File: config.mk
export PLATFORM = sky130hd
export DESIGN_NAME = multi_counter
export DESIGN_NICKNAME = d
export VERILOG_FILES = /design/src/rtl/multi_counter_pkg.sv /design/src/rtl/multi_counter_channel.sv /design/src/rtl/multi_counter.sv
export SDC_FILE = /design/constraint.sdc
export NUM_CORES = 1
export LEC_CHECK = 0
export ABC_CLOCK_PERIOD_IN_PS = 3900
export BUFFER_PORTS_ARGS = -buffer_cell sky130_fd_sc_hd__buf_2
export CORE_MARGIN = 2
export CORE_UTILIZATION = 55
export DETAILED_ROUTE_END_ITERATION = 6
export PLACE_DENSITY_LB_ADDON = 0.15
export REMOVE_ABC_BUFFERS = 1
export SLEW_MARGIN = 10
export SYNTH_ARGS = -nofsm -noshare
export SYNTH_HDL_FRONTEND = slang
export SYNTH_HIERARCHICAL = 1
export SYNTH_SLANG_ARGS = --single-unit
File: constraint.sdc
create_clock -name Clk -period 3.9 [get_ports Clk]
set_input_delay 0.195 -clock Clk [delete_from_list [all_inputs] [get_ports Clk]]
set_output_delay 0.195 -clock Clk [all_outputs]
set_load 0.1 [all_outputs]
File: src/rtl/multi_counter_pkg.sv
// ============================================================================
// multi_counter_pkg
// Shared helpers for the multi-channel event counter.
//   sel_width() : width of a channel-select field for a given channel count
//   norm_div()  : maps a zero divisor to one; every other value passes through
//   ALL_ONES    : wide all-ones constant, sliced to the counter width for the
//                 saturation / overflow compare (supports WIDTH up to MAX_W)
// Optional feature macro used by the files importing this package:
//   MULTI_COUNTER_OVF_EN
// ============================================================================
package multi_counter_pkg;

   localparam int unsigned MAX_W = 256;
   localparam logic [MAX_W-1:0] ALL_ONES = '1;

   // A single channel still needs a one-bit select so the port exists.
   function automatic int sel_width(input int ch_num);
      return (ch_num > 1) ? $clog2(ch_num) : 1;
   endfunction

   // Divisor values are carried at 64 bits here and cast back by the caller.
   function automatic logic [63:0] norm_div(input logic [63:0] d);
      return (d == 64'd0) ? 64'd1 : d;
   endfunction

endpackage

File: src/rtl/multi_counter_channel.sv
// ============================================================================
// counter_channel
// One channel of the event counter: divisor register, prescaler and main
// counter, plus the optional sticky overflow bit.
// Ports:
//   clk     in   clock, posedge
//   rst     in   synchronous active-high reset
//   hit     in   an event addressed to this channel this cycle
//   clr     in   clear prescaler, counter (and overflow); wins over cfg/hit
//   cfg_we  in   load a new divisor; restarts the prescaler, drops the hit
//   cfg_div in   new divisor (0 is stored as 1)
//   sat     in   0 = wrap at all-ones, 1 = hold at all-ones
//   count   out  main counter value
//   div     out  current divisor
//   ovf     out  sticky overflow (only with MULTI_COUNTER_OVF_EN defined)
// ============================================================================
module counter_channel
   import multi_counter_pkg::*;
#(
   parameter int WIDTH   = 64,
   parameter int PRESC_W = 8,
   parameter int DEF_DIV = 1
) (
   input  logic               clk,
   input  logic               rst,
   input  logic               hit,
   input  logic               clr,
   input  logic               cfg_we,
   input  logic [PRESC_W-1:0] cfg_div,
   input  logic               sat,
`ifdef MULTI_COUNTER_OVF_EN
   output logic               ovf,
`endif
   output logic [WIDTH-1:0]   count,
   output logic [PRESC_W-1:0] div
);

   localparam logic [WIDTH-1:0]   CNT_MAX = ALL_ONES[WIDTH-1:0];
   localparam logic [PRESC_W-1:0] DIV_RST = PRESC_W'(norm_div(64'(DEF_DIV)));

   logic [WIDTH-1:0]   cnt_q, cnt_d;
   logic [PRESC_W-1:0] pre_q, pre_d;
   logic [PRESC_W-1:0] div_q, div_d;
   logic               ovf_q, ovf_d;

   always_comb begin
      cnt_d = cnt_q;
      pre_d = pre_q;
      div_d = div_q;
      ovf_d = ovf_q;
      if (clr) begin
         cnt_d = '0;
         pre_d = '0;
         ovf_d = 1'b0;
      end else if (cfg_we) begin
         div_d = PRESC_W'(norm_div(64'(cfg_div)));
         pre_d = '0;
      end else if (hit) begin
         // pre never exceeds div-1: every divisor change restarts it at 0.
         if (pre_q == div_q - PRESC_W'(1)) begin
            pre_d = '0;
            if (cnt_q == CNT_MAX) begin
               ovf_d = 1'b1;
               cnt_d = sat ? CNT_MAX : '0;
            end else begin
               cnt_d = cnt_q + WIDTH'(1);
            end
         end else begin
            pre_d = pre_q + PRESC_W'(1);
         end
      end
   end

   always_ff @(posedge clk) begin
      if (rst) begin
         cnt_q <= '0;
         pre_q <= '0;
         div_q <= DIV_RST;
         ovf_q <= 1'b0;
      end else begin
         cnt_q <= cnt_d;
         pre_q <= pre_d;
         div_q <= div_d;
         ovf_q <= ovf_d;
      end
   end

   assign count = cnt_q;
   assign div   = div_q;

`ifdef MULTI_COUNTER_OVF_EN
   assign ovf = ovf_q;
`else
   // Overflow state is only observable when the feature is built in.
   logic unused_ovf;
   assign unused_ovf = ovf_q;
`endif

endmodule

File: src/rtl/multi_counter.sv
// ============================================================================
// multi_counter
// Parametrised multi-channel event counter. One event per cycle is steered
// to channel Sel; each channel has its own prescaler and main counter.
// Optional sticky overflow outputs are built when MULTI_COUNTER_OVF_EN is
// defined.
// Ports:
//   Clk     in   clock, posedge
//   Reset   in   synchronous active-high reset
//   En      in   event strobe
//   Sel     in   channel receiving the event (out-of-range: dropped)
//   Sat     in   0 = wrap, 1 = saturate
//   Clr     in   per-channel clear
//   CfgWe   in   divisor write strobe
//   CfgSel  in   channel whose divisor is written (out-of-range: ignored)
//   CfgDiv  in   new divisor (0 stored as 1)
//   Count   out  channel i at [i*WIDTH +: WIDTH]
//   Div     out  channel i at [i*PRESC_W +: PRESC_W]
//   Ovf     out  per-channel sticky overflow (MULTI_COUNTER_OVF_EN only)
// ============================================================================
module multi_counter
   import multi_counter_pkg::*;
#(
   parameter int  CH_NUM  = 2,
   parameter int  WIDTH   = 64,
   parameter int  PRESC_W = 8,
   parameter int  DEF_DIV = 1,
   localparam int SEL_W   = sel_width(CH_NUM)
) (
   input  logic                      Clk,
   input  logic                      Reset,
   input  logic                      En,
   input  logic [SEL_W-1:0]          Sel,
   input  logic                      Sat,
   input  logic [CH_NUM-1:0]         Clr,
   input  logic                      CfgWe,
   input  logic [SEL_W-1:0]          CfgSel,
   input  logic [PRESC_W-1:0]        CfgDiv,
`ifdef MULTI_COUNTER_OVF_EN
   output logic [CH_NUM-1:0]         Ovf,
`endif
   output logic [CH_NUM*WIDTH-1:0]   Count,
   output logic [CH_NUM*PRESC_W-1:0] Div
);

   for (genvar i = 0; i < CH_NUM; i++) begin : g_ch
      // Select values >= CH_NUM match no channel, so those events and
      // writes fall away without extra logic.
      logic hit, cfg_hit;
      assign hit     = En    && (Sel    == SEL_W'(i));
      assign cfg_hit = CfgWe && (CfgSel == SEL_W'(i));

      counter_channel #(
         .WIDTH   (WIDTH),
         .PRESC_W (PRESC_W),
         .DEF_DIV (DEF_DIV)
      ) u_ch (
         .clk     (Clk),
         .rst     (Reset),
         .hit     (hit),
         .clr     (Clr[i]),
         .cfg_we  (cfg_hit),
         .cfg_div (CfgDiv),
         .sat     (Sat),
`ifdef MULTI_COUNTER_OVF_EN
         .ovf     (Ovf[i]),
`endif
         .count   (Count[i*WIDTH +: WIDTH]),
         .div     (Div[i*PRESC_W +: PRESC_W])
      );
   end

endmodule

# == After elaboration in Yosys (flattened, before gate mapping) ==
# Index checks and enable logic that the tools add are counted.
# classes
shifts,0
n_div,0
addsub,6
magnitude_cmp,0
muxes,6
n_eq_ne,4
multipliers,0
n_reduce_logical,13
bitwise_logic,6
# op_table
op,n
2-to-1 mux 64 bit,3
adder 64 x 1 -> 64 bit (second input constant),2
== test 64 bit (second input constant),2
2-to-1 mux 8 bit,3
adder 8 x 1 -> 8 bit (second input constant),2
== test 8 bit,2
subtractor 8 x 1 -> 8 bit (second input constant),2
logical NOT 8 bit,1
NOT 1 bit,6
AND reduction 3 bit,2
OR reduction 3 bit,2
logical AND 1 bit,4
AND reduction 2 bit,2
OR reduction 2 bit,2
# word_totals
regBits,160
latchBits,0
romBits,0
wordCells,41
mem_count,0
in_bits,17
ramBits,0

# == Logic depth before layout (Yosys ltp) ==
# logic_depth
ltp_word,4
depth_mapped,11

# == By module ==
# The synthesis kept the hierarchy.
# modules_own_cells
mod,seq_area_each_um2,cells_each,instances,area_per_inst_um2
counter_channel at g_ch[0].u_ch,1601.5,662,1,4994.8
counter_channel at g_ch[1].u_ch,1601.5,650,1,4738.3
multi_counter,0.0,4,1,32.5

# == Worst setup path before layout ==
# Ideal clock, no wire load.
# synth_timing
kind,register -> register
startpoint,register g_ch[1].u_ch.div_q[0]
endpoint,register g_ch[1].u_ch.cnt_q[52]
arrival_time_ns,3.170
synth_period_minus_slack_ns,3.302
setup_time_ns,0.132
stages_incl_launch_ff,12
setup_slack_ns,0.598
n_path_buf,2
cell_sequence,dfxtp_1 inv_1 ha_1 xor2_1 o311ai_1 a311oi_2 nand3_1 or4_1 buf_2 buf_6 o31ai_1 a21oi_1
# synth_via
elab_chain_cells,3
# synth_rtl
element,line_no,rtl
"start, declared",multi_counter_channel.sv:43,"logic [PRESC_W-1:0] div_q, div_d;"
"start signal, assigned",multi_counter_channel.sv:83,div_q <= div_d;
subtractor 8 x 1 -> 8 bit,multi_counter_channel.sv:60,if (pre_q == div_q - PRESC_W'(1)) begin
== test 8 bit,multi_counter_channel.sv:60,
AND reduction 3 bit (no source line),n/a,
"end signal, assigned",multi_counter_channel.sv:81,cnt_q <= cnt_d;
"end, declared",multi_counter_channel.sv:41,"logic [WIDTH-1:0] cnt_q, cnt_d;"
# No other way between the ends.
# A chain may end at the register's enable or synchronous reset.

# == Worst setup path in the final report ==
# layout_timing
startpoint,register g_ch[0].u_ch.cnt_q[50]
endpoint,register g_ch[0].u_ch.cnt_q[48]
# layout_via
elab_chain_cells,2
# layout_rtl
element,line_no,rtl
"start, declared",multi_counter_channel.sv:41,
"start signal, assigned",multi_counter_channel.sv:81,
== test 64 bit,multi_counter_channel.sv:62,if (cnt_q == CNT_MAX) begin
2-to-1 mux 64 bit,multi_counter_channel.sv:62,
# No other way between the ends.

==> metrics.cfg <==
[synthesis]
async_flop_share_pct = 0
seq_area_frac_synth_pct = 32.80
avgSynthCellArea_sq_um = 7.421
ys_top_cells_by_area = dfxtp_1 (33%), a21oi_1 (7.0%), o21ai_0 (6.7%), nand2_1 (4.3%), nor2_1 (4.0%)
synth_edf_count = 0
netlist_area_sq_mm = 0.009766
synthFlopType = dfxtp_1
yosysTopAreaCell = dfxtp_1
synth.ff_latch_count = 160
ys_top_cells_by_count = dfxtp_1 (160), a21oi_1 (136), o21ai_0 (131), nand2_1 (112), nor2_1 (103)
yosysMostFrequentCell = dfxtp_1
netlist.area_leader.share_pct = 32.80
ys_warn_count = 6
ys_types = 73
synth_cells = 1316

[clock_network]
cts_buffer_depth = 2
clock-root-buffer = clkbuf_16
htreeDepth = 4
cts_made_buffers = 17
cts_resized = 0
cts.sinks = 160
hold_buffers = 0
tritoncts = yes
path_clk_slew_ns = 0.07
clock_latency_ns = 0.43
cts_setup_buffers = 0

[worst_setup_path]
required_ns = 4.24
critPathCaptureType = register
cp_cell_sequence = nand4_1, nor4_2, nand4_1, nor4_2, buf_4, nor2_1, a311oi_1
startpoint = g_ch[0].u_ch/count[50]
max_stage_delay_ns = 0.78
ff2ff_setup_slack_ns = 0.63
cp_max_fo = 10
path_class = reg -> reg
arrival_ns = 3.61
critPathCapture = g_ch[0].u_ch/count[48]
reg2reg_to = g_ch[0].u_ch/count[48]
cp_slowest_cell = nor4_2
r2r_cells = 7
start_kind = register
crit-reg2reg-launch = g_ch[0].u_ch/count[50]

[grt]
antenna_found_initial = 0
grt.busiest_layer = met2
grt_use_total_pct = 33.37
grt_pass1_wl_mm = 50.24
grt_pass1_vias = 9719
grt-ovfl-total = 0
grtUsageMet2_pct = 49.94
grt_max_degree = 43
met1_usage_pct = 46.75
grt_use_met3_pct = 8.094

[power_and_ir_drop]
internal-power_mw = 2.680
switching_share_pct = 26.32
clkPwrFrac_pct = 47.1
p_leak_nw = 4.013
irDropWorstVdd_uv = 332.0
p_seq_share_pct = 45.5
p_comb_share_pct = 7.4
switchingPower_mw = 0.9576
power_density_mw_per_mm2 = 320.8

[run]
max-cap-violations = 0

[drt]
drtAntennaViolNets = 0
drcViolationCount = 1
vias_per_cell = 6.658
vias = 11152
firstDrtPassIters = 7
drt-total-wl_mm = 31.92
dr.first_iter.drc_count = 1456
wl_per_cell_um = 19.06

[floorplanning]
die_h_um = 137.3
initial_core_util_pct = 56.26
core_sq_mm = 0.01736
std_cell_rows = 48
die_w_um = 137.3
fp.dieArea_sq_mm = 0.01884
io_pins = 161

[run_status]
status = complete, but fails checks
violations = DRC

[cells_and_area]
final_util_pct = 65.34
diodes = 0
fin_nets = 1460
fill_cells = 1622
drive_gt1_share_pct = 17.72
multiInputGateArea_sq_mm = 0.006132
finalInstanceArea_sq_mm = 0.01134
area_growth_pct = 16.13
seq_area_sq_mm = 0.003203

[timing]
fin_crit_sh_pct = 83.85
hold_slack_ns = 0.03991
setup_viol = 0
finalMaxSlewViolations = 0
fin_skew_ns = 0.006772
rsz0062_at_grt = no
fin_crit_ns = 3.270
tightest_slew_ns = 0.9193
slew_headroom_pct = 38.21
final-hold-violation-count = 0
fmax_mhz = 305.8
fin_tns_setup_ns = 0

[place]
dpl_cell_area_sq_mm = 0.01075
dpl.hpwl_mm = 22.07
io_buffers = 160
gp_congestion = 0.9674

[min_path]
worst_hold_path_type = in -> reg

stage by stage:
stage               cells  power [mW]  setup slack (ns)
finish               1675       3.638            0.6299
floorplan            1230       1.864            -1.041
global route         1675       3.751            0.4281
CTS                  1675       3.658            0.8076
global placement     1643       1.953            0.8464
detailed placement   1643       1.957            0.8223
state kept, by name, indices dropped and copies added, names as in the netlist:
register and cells:
g_ch.u_ch/count 128, g_ch.u_ch/div 16, g_ch.u_ch/pre_q 16
routing by layer:
layer | vias to the layer above | share of wire [%] | routed length [um]
met5 | - | 0 | 0
met4 | 0 | 2.8 | 879
met3 | 87 | 11 | 3556
met2 | 641 | 44 | 13920
met1 | 5211 | 42 | 13560
li1 | 5213 | - | -
power by group through the flow:
stage / clock network [mW] / logic (mW) / registers, mW
detailed placement: 0 / 0.266 / 1.69
finish: 1.71 / 0.270 / 1.65
floorplan: 0 / 0.126 / 1.74
global route: 1.81 / 0.287 / 1.65
CTS: 1.74 / 0.266 / 1.65
global placement: 0 / 0.262 / 1.69
logic make-up (layout without fill, tap and decap cells):
kind of cell | Yosys count | in the layout | share of synthesized area [%]
AO/OA/AOI/OAI | 407 | 407 | 24.80
multiplexers | 1 | 1 | 0.1025
adder cells (fa/ha/maj) | 6 | 6 | 0.7687
AND/OR/NAND/NOR | 597 | 597 | 33.91
XOR/XNOR | 31 | 31 | 2.780
buffers and inverters | 114 | 248 | 4.830
flip-flops | 160 | 160 | 32.80
final cells by class:
class / instances / area share (%)
Inverter: 28 / 0.9267
Tap cell: 225 / 2.482
Clock inverter: 14 / 1.379
Sequential cell: 160 / 28.24
Multi-Input combinational cell: 1042 / 54.07
Timing Repair Buffer: 188 / 9.025
Clock buffer: 18 / 3.872
worst max-delay path: cells and delay by family, from the launching register on:
family                 cells  cell delay [ns]
flip-flops                 1             0.48
AND/OR/NAND/NOR            5             2.11
buffers and inverters      1             0.32
AO/OA/AOI/OAI              1             0.26
worst min path at each step:
stage	startpoint	end	slack, ns	cells after the start
after detailed placement	g_ch[0].u_ch/count[18]	g_ch[0].u_ch/count[18]	0.46	2
after global placement	g_ch[0].u_ch/count[18]	g_ch[0].u_ch/count[18]	0.45	2
after CTS	CfgDiv[5]	g_ch[0].u_ch/div[5]	0.02	3
final	CfgDiv[6]	g_ch[1].u_ch/div[6]	0.04	3
after floorplan	Reset	g_ch[0].u_ch/div[1]	0.26	1
after global routing	CfgDiv[6]	g_ch[1].u_ch/div[6]	0.03	3
layout by cell type (no fill, tap or decap), types with 6 or more instances in the layout:
master and n:
o21a_1 7, nand4_1 59, or4_1 10, buf_4 27
o32ai_1 6, nor3b_1 13, buf_2 160, or3_1 9
a21oi_1 136, nor4_2 6, nand2_1 112, a22oi_1 10
o21ai_0 131, clkbuf_16 17, nor4_1 32, xnor2_1 10
inv_1 28, nand2b_1 7, dfxtp_1 160, and4_1 29
and2_1 20, nand3_1 38, nor3_1 74, nor2b_1 12
o22ai_1 9, a311oi_1 12, ha_1 6, a211oi_1 12
nor2_1 103, a31oi_1 32, xor2_1 21, and3_1 36
Power figures use the tool's default switching activity.
